--- config.mk ---
export PLATFORM = sky130hd
export DESIGN_NAME = mem_bank_arbiter
export DESIGN_NICKNAME = d
export VERILOG_FILES = /design/src/rtl/mem_bank_arb_pkg.sv /design/src/rtl/mem_bank_pwr_fsm.sv /design/src/rtl/mem_bank_arbiter.sv
export SDC_FILE = /design/constraint.sdc
export NUM_CORES = 1
export LEC_CHECK = 0
export ABC_AREA = 0
export CAP_MARGIN = 20
export CORE_MARGIN = 8
export CORE_UTILIZATION = 18
export DETAILED_ROUTE_END_ITERATION = 16
export PLACE_DENSITY = 0.9
export SKIP_CTS_REPAIR_TIMING = 1
export SLEW_MARGIN = 10
export SYNTH_ARGS = -nofsm -noshare
export SYNTH_HDL_FRONTEND = slang
export SYNTH_SLANG_ARGS = --single-unit
export TNS_END_PERCENT = 100
--- constraint.sdc ---
create_clock -name clk_i -period 1.7 [get_ports clk_i]
set_input_delay 0.34 -clock clk_i [delete_from_list [all_inputs] [get_ports clk_i]]
set_output_delay 0.34 -clock clk_i [all_outputs]
set_load 0.03 [all_outputs]
--- src/rtl/mem_bank_arb_pkg.sv ---
// Shared types and helpers for mem_bank_arbiter: power-state encoding,
// response latency and the round-robin first-one search.
package mem_bank_arb_pkg;

    typedef enum logic [1:0] {
        PWR_ON     = 2'd0,
        PWR_GATING = 2'd1,
        PWR_OFF    = 2'd2,
        PWR_WAKING = 2'd3
    } pwr_state_e;

    localparam int RespLatency = 1;
    localparam int MaxReq      = 32;

    // Index of the first set bit of req at or after ptr, wrapping modulo n; -1 when none.
    function automatic int rr_first_one(input logic [MaxReq-1:0] req,
                                        input int ptr,
                                        input int n);
        int idx;
        int sel;
        sel = -1;
        for (int i = 0; i < MaxReq; i++) begin
            idx = ptr + i;
            if (idx >= n) begin
                idx = idx - n;
            end else begin
                idx = idx;
            end
            if ((i < n) && (sel < 0) && req[idx[4:0]]) begin
                sel = idx;
            end else begin
                sel = sel;
            end
        end
        return sel;
    endfunction

endpackage

--- src/rtl/mem_bank_pwr_fsm.sv ---
// Idle counter and power-gate handshake sequencer for the shared SRAM bank.
// awake_o is high only in ON; grants are suppressed in every other state.
module mem_bank_pwr_fsm
    import mem_bank_arb_pkg::*;
#(
    parameter int IdleCycles = 16
) (
    input  logic clk_i,
    input  logic rst_ni,
    input  logic req_any_i,
    input  logic rvalid_any_i,
    input  logic pwrgate_ack_ni,
    output logic awake_o,
    output logic pwrgate_no
);

    localparam int CntW = (IdleCycles > 1) ? $clog2(IdleCycles) : 1;

    pwr_state_e      state_q;
    logic [CntW-1:0] cnt_q;
    logic            awake_q;
    logic            pwrgate_q;

    // Power state, idle counter and registered handshake outputs.
    always_ff @(posedge clk_i or negedge rst_ni) begin
        if (!rst_ni) begin
            state_q   <= PWR_ON;
            cnt_q     <= '0;
            awake_q   <= 1'b1;
            pwrgate_q <= 1'b1;
        end else begin
            case (state_q)
                PWR_ON: begin
                    if (req_any_i || rvalid_any_i) begin
                        cnt_q <= '0;
                    end else if (cnt_q == CntW'(IdleCycles - 1)) begin
                        cnt_q     <= '0;
                        state_q   <= PWR_GATING;
                        awake_q   <= 1'b0;
                        pwrgate_q <= 1'b0;
                    end else begin
                        cnt_q <= cnt_q + CntW'(1);
                    end
                end
                // A request seen here must wait for OFF before waking.
                PWR_GATING: begin
                    if (!pwrgate_ack_ni) begin
                        state_q <= PWR_OFF;
                    end else begin
                        state_q <= PWR_GATING;
                    end
                end
                PWR_OFF: begin
                    if (req_any_i) begin
                        state_q   <= PWR_WAKING;
                        pwrgate_q <= 1'b1;
                    end else begin
                        state_q <= PWR_OFF;
                    end
                end
                PWR_WAKING: begin
                    if (pwrgate_ack_ni) begin
                        state_q <= PWR_ON;
                        awake_q <= 1'b1;
                    end else begin
                        state_q <= PWR_WAKING;
                    end
                end
                default: begin
                    state_q   <= PWR_ON;
                    cnt_q     <= '0;
                    awake_q   <= 1'b1;
                    pwrgate_q <= 1'b1;
                end
            endcase
        end
    end

    assign awake_o    = awake_q;
    assign pwrgate_no = pwrgate_q;

endmodule

--- src/rtl/mem_bank_arbiter.sv ---
// Round-robin arbiter sharing one single-port SRAM bank among NumReq requesters.
// Define MEM_BANK_ARB_PWRGATE_EN to build the idle power-gate sequencer.
module mem_bank_arbiter
    import mem_bank_arb_pkg::*;
#(
    parameter int NumReq     = 2,
    parameter int NumWords   = 1024,
    parameter int DataWidth  = 32,
    parameter int AddrWidth  = (NumWords > 1) ? $clog2(NumWords) : 1,
    parameter int IdleCycles = 16
) (
    input  logic                          clk_i,
    input  logic                          rst_ni,
    input  logic [NumReq-1:0]             req_i,
    input  logic [NumReq-1:0]             we_i,
    input  logic [NumReq*AddrWidth-1:0]   addr_i,
    input  logic [NumReq*DataWidth-1:0]   wdata_i,
    input  logic [NumReq*4-1:0]           be_i,
    output logic [NumReq-1:0]             gnt_o,
    output logic [NumReq-1:0]             rvalid_o,
    output logic [DataWidth-1:0]          rdata_o,
    output logic                          mem_req_o,
    output logic                          mem_we_o,
    output logic [AddrWidth-1:0]          mem_addr_o,
    output logic [DataWidth-1:0]          mem_wdata_o,
    output logic [3:0]                    mem_be_o,
    input  logic [DataWidth-1:0]          mem_rdata_i,
    output logic                          pwrgate_no,
    input  logic                          pwrgate_ack_ni
);

    localparam int PtrW = (NumReq > 1) ? $clog2(NumReq) : 1;

    logic [PtrW-1:0]   rr_ptr_q;
    logic [PtrW-1:0]   rr_ptr_d;
    logic [NumReq-1:0] gnt_s;
    logic [NumReq-1:0] rsp_pipe_q [RespLatency];
    logic              awake_s;
    int                sel_s;

`ifdef MEM_BANK_ARB_PWRGATE_EN
    mem_bank_pwr_fsm #(
        .IdleCycles (IdleCycles)
    ) u_pwr_fsm (
        .clk_i          (clk_i),
        .rst_ni         (rst_ni),
        .req_any_i      (|req_i),
        .rvalid_any_i   (|rvalid_o),
        .pwrgate_ack_ni (pwrgate_ack_ni),
        .awake_o        (awake_s),
        .pwrgate_no     (pwrgate_no)
    );
`else
    logic unused_pwr_s;
    assign unused_pwr_s = pwrgate_ack_ni | (IdleCycles < 1);
    assign awake_s      = 1'b1;
    assign pwrgate_no   = 1'b1;
`endif

    // Round-robin grant search and next pointer.
    always_comb begin
        gnt_s    = '0;
        rr_ptr_d = rr_ptr_q;
        sel_s    = rr_first_one(MaxReq'(req_i), int'(rr_ptr_q), NumReq);
        for (int k = 0; k < NumReq; k++) begin
            gnt_s[k] = awake_s && (sel_s == k);
        end
        if (|gnt_s) begin
            rr_ptr_d = (sel_s == NumReq - 1) ? '0 : PtrW'(sel_s + 1);
        end else begin
            rr_ptr_d = rr_ptr_q;
        end
    end

    // AND-OR mux of the granted requester's payload; all zero without a grant.
    always_comb begin
        mem_we_o    = 1'b0;
        mem_addr_o  = '0;
        mem_wdata_o = '0;
        mem_be_o    = '0;
        for (int k = 0; k < NumReq; k++) begin
            mem_we_o    = mem_we_o    | (we_i[k] & gnt_s[k]);
            mem_addr_o  = mem_addr_o  | (addr_i[k*AddrWidth +: AddrWidth] & {AddrWidth{gnt_s[k]}});
            mem_wdata_o = mem_wdata_o | (wdata_i[k*DataWidth +: DataWidth] & {DataWidth{gnt_s[k]}});
            mem_be_o    = mem_be_o    | (be_i[k*4 +: 4] & {4{gnt_s[k]}});
        end
    end

    // Pointer and response-valid pipeline matching the bank's read latency.
    always_ff @(posedge clk_i or negedge rst_ni) begin
        if (!rst_ni) begin
            rr_ptr_q <= '0;
            for (int i = 0; i < RespLatency; i++) begin
                rsp_pipe_q[i] <= '0;
            end
        end else begin
            rr_ptr_q      <= rr_ptr_d;
            rsp_pipe_q[0] <= gnt_s;
            for (int i = 1; i < RespLatency; i++) begin
                rsp_pipe_q[i] <= rsp_pipe_q[i-1];
            end
        end
    end

    assign gnt_o     = gnt_s;
    assign mem_req_o = |gnt_s;
    assign rvalid_o  = rsp_pipe_q[RespLatency-1];
    assign rdata_o   = mem_rdata_i;

endmodule

==> flow_summary.yaml <==
outcome:
  outcome: "complete, but fails checks"
  failed_checks: "negative setup slack"
timing:
  drv_slew: 0
  rsz0062_at_grt: "yes"
  skew_ps: 0.753
  hold_viol_final: 0
  fmax_mhz: 563
  setup_viol: 47
  period_minus_slack_ps: 1780
  period_share: 1.04
  fin_ws_ps: -76.3
synth:
  synth_top_area_frac: 0.493
  avgSynthCellArea_um2: 8.99
  yosysWarnings: 0
  synth_area_um2: 953
  synth-edff-count: 0
  yosys-top-cells-count: "a32o_1 (47), buf_4 (33), buf_6 (6), clkbuf_1 (6), buf_2 (4)"
  yosys-top-cells-area: "a32o_1 (49%), buf_4 (26%), dfrtp_1 (7.9%), buf_6 (7.1%), clkbuf_1 (2.4%)"
  synthArstFlopShare: 1.00
  synth-seq-cells: 3
  ys.flop_type: "dfrtp_1"
  synth_most_common_cell: "a32o_1"
  synth.distinct_cells: 13
  syn_nets: 237
  synth_seq_area_share: 0.0787
  synth_area_leader_cell: "a32o_1"
  synthCells: 106
detailed_routing:
  dr_wl_met3_um: 640
  drc: 0
  via_per_inst: 4.84
  firstDrtPassIters: 4
  wl_met1_um: 2120
  highest_layer: "met4"
  post_drt_wl_per_cell_um: 20.5
  postRouteAntennaNets: 0
  drt-initial-drc-count: 55
  vias: 1380
  drt-total-wl_um: 5840
  met2WireLength_um: 3040
critical_path:
  setup.worst_path.end_class: "primary output"
  crit_chain: "nand2b_4 -> buf_12 -> a32o_1 -> buf_6"
  slowest_stage: "dfrtp_2"
  slowest_delay_ps: 430
  reg2reg_to: "rvalid_o[1]"
  arrival_ps: 1440
  rr_worst_depth: 3
  crit_end: "mem_wdata_o[5]"
  worstPathRequired_ps: 1360
  critPathLaunchType: "register"
  regToRegSetupSlack_ps: 650
  reg2reg_from: "rr_ptr_q"
  worstPathMaxFanout: 31
  path_class: "reg2out"
  cp-startpoint: "rr_ptr_q"
place:
  place_hpwl_um: 4510
  dp_slack_ps: -371
  port_buffers: 149
  finalWeightedCongestion: 0.673
  place_inst: 281
cells_and_area:
  drive_gt1_frac: 0.344
  fin_nets: 347
  areaGrowthSynthToFinish_pct: 146
  instances_no_fill: 285
  antenna_cells: 0
floorplanning:
  core-area_um2: 5110
  die_h_um: 88.8
  rows: 26
  die_x_um: 88.8
  start_util: 0.187
  dieArea_um2: 7880
  pin_count: 216
clock_network:
  clock-sinks: 3
  htreeDepth: 1
  clk-insertion-delay-late_ps: 210
  path_clk_slew_ps: 30
  cts_tree: "built"
  clk_path_buf_depth: 2
  root_buffer: "clkbuf_8"
  cts_inserted_buffers: 3
power:
  p_leak_uw: 0.000974
  netSwitchingFraction: 0.410
  power_frac_clock: 0.156
  p_sw_uw: 541
  peakVddDrop_v: 0.000249
  p_per_area_nw_per_um2: 564
  p_int_uw: 779
  pwr-share-comb: 0.778
  p_seq_frac: 0.066
worst_hold_path:
  hold_path_class: "in2async"
global_routing:
  grt_usage: 0.120
  grt-ovfl-total: 0
  grt_start_max_net_pins: 51
  grt_pass1_wl_um: 7620
  antenna_found_initial: 0
  grt_pass1_vias: 1445
flow_run:
  cap_violations: 0
==> kinds of logic after synthesis <==
logic type	synth area share
AND/OR/NAND/NOR	0.0315
buffers and inverters	0.375
flip-flops	0.0787
AO/OA/AOI/OAI	0.510
other	0.00393
==> power by group through the flow <==
stage / logic, uW / clock network, uW / registers, uW
4_1_cts: 967 / 215 / 86.6
5_1_grt: 1080 / 220 / 88.0
2_1_floorplan: 622 / 0 / 93.5
3_5_place_dp: 962 / 0 / 87.0
3_3_place_gp: 953 / 0 / 86.4
6_report: 1030 / 206 / 87.4
==> cell usage in the layout (no fill, tap or decap), drive strengths merged <==
| cell type | netlist | routed |
|---|---|---|
| a21boi | 1 | 1 |
| a21oi | 1 | 1 |
| a32o | 47 | 47 |
| and2 | 1 | 1 |
| buf | 43 | 56 |
| clkbuf | 6 | 4 |
| clkdlybuf4s50 | 0 | 97 |
| conb | 1 | 1 |
| dfrtp | 3 | 3 |
| dlymetal6s2s | 0 | 1 |
| nand2b | 1 | 1 |
| nor2 | 1 | 1 |
| or2 | 1 | 1 |
==> metrics by stage <==
| stage | total power (uW) | hold slack, ps | setup TNS, ps | instance area (um^2) | util |
|---|---|---|---|---|---|
| floorplan | 716 | 44.4 | 0 | 953 | - |
| detailed placement | 1050 | 535 | -16020 | 2160 | 0.424 |
| CTS | 1270 | 308 | -16920 | 2210 | 0.433 |
| finish | 1320 | 319 | -2330 | 2340 | 0.458 |
| global route | 1380 | 322 | -3870 | 2340 | 0.458 |
| global placement | 1040 | 531 | -14650 | 2160 | 0.424 |
==> flip-flops by register name, indices dropped and copies added, names as in the netlist <==
register  count
rvalid_o      2
rr_ptr_q      1
==> critical path, delay by kind of cell, from the launching register on <==
| family | cells | cell delay, ps |
|---|---|---|
| flip-flops | 1 | 430 |
| buffers and inverters | 2 | 320 |
| AO/OA/AOI/OAI | 1 | 290 |
| AND/OR/NAND/NOR | 1 | 170 |
==> cell type report <==
cell class	instances	area (um^2)
clock buffers	4	45.0
repair buffers	154	1590
flip-flops and latches	3	76.3
multi-input cells	54	543
well taps	70	87.6
fillers	492	2770
==> worst min path at each step <==
stage	from	end	slack (ps)	depth (start not counted)
6_report	rst_ni	rr_ptr_q	320	1
5_1_grt	rst_ni	rvalid_o[1]	320	1
4_1_cts	rst_ni	rr_ptr_q	310	1
3_5_place_dp	rst_ni	rr_ptr_q	540	1
3_3_place_gp	rst_ni	rvalid_o[1]	530	1
2_1_floorplan	rst_ni	rr_ptr_q	40	0
==> routing by layer <==
| metal | track usage | vias up |
|---|---|---|
| li1 | - | 629 |
| met1 | 0.120 | 647 |
| met2 | 0.225 | 94 |
| met3 | 0.0483 | 10 |
| met4 | 0.0276 | 0 |
| met5 | 0 | - |
(Power assumes the default switching activity.)
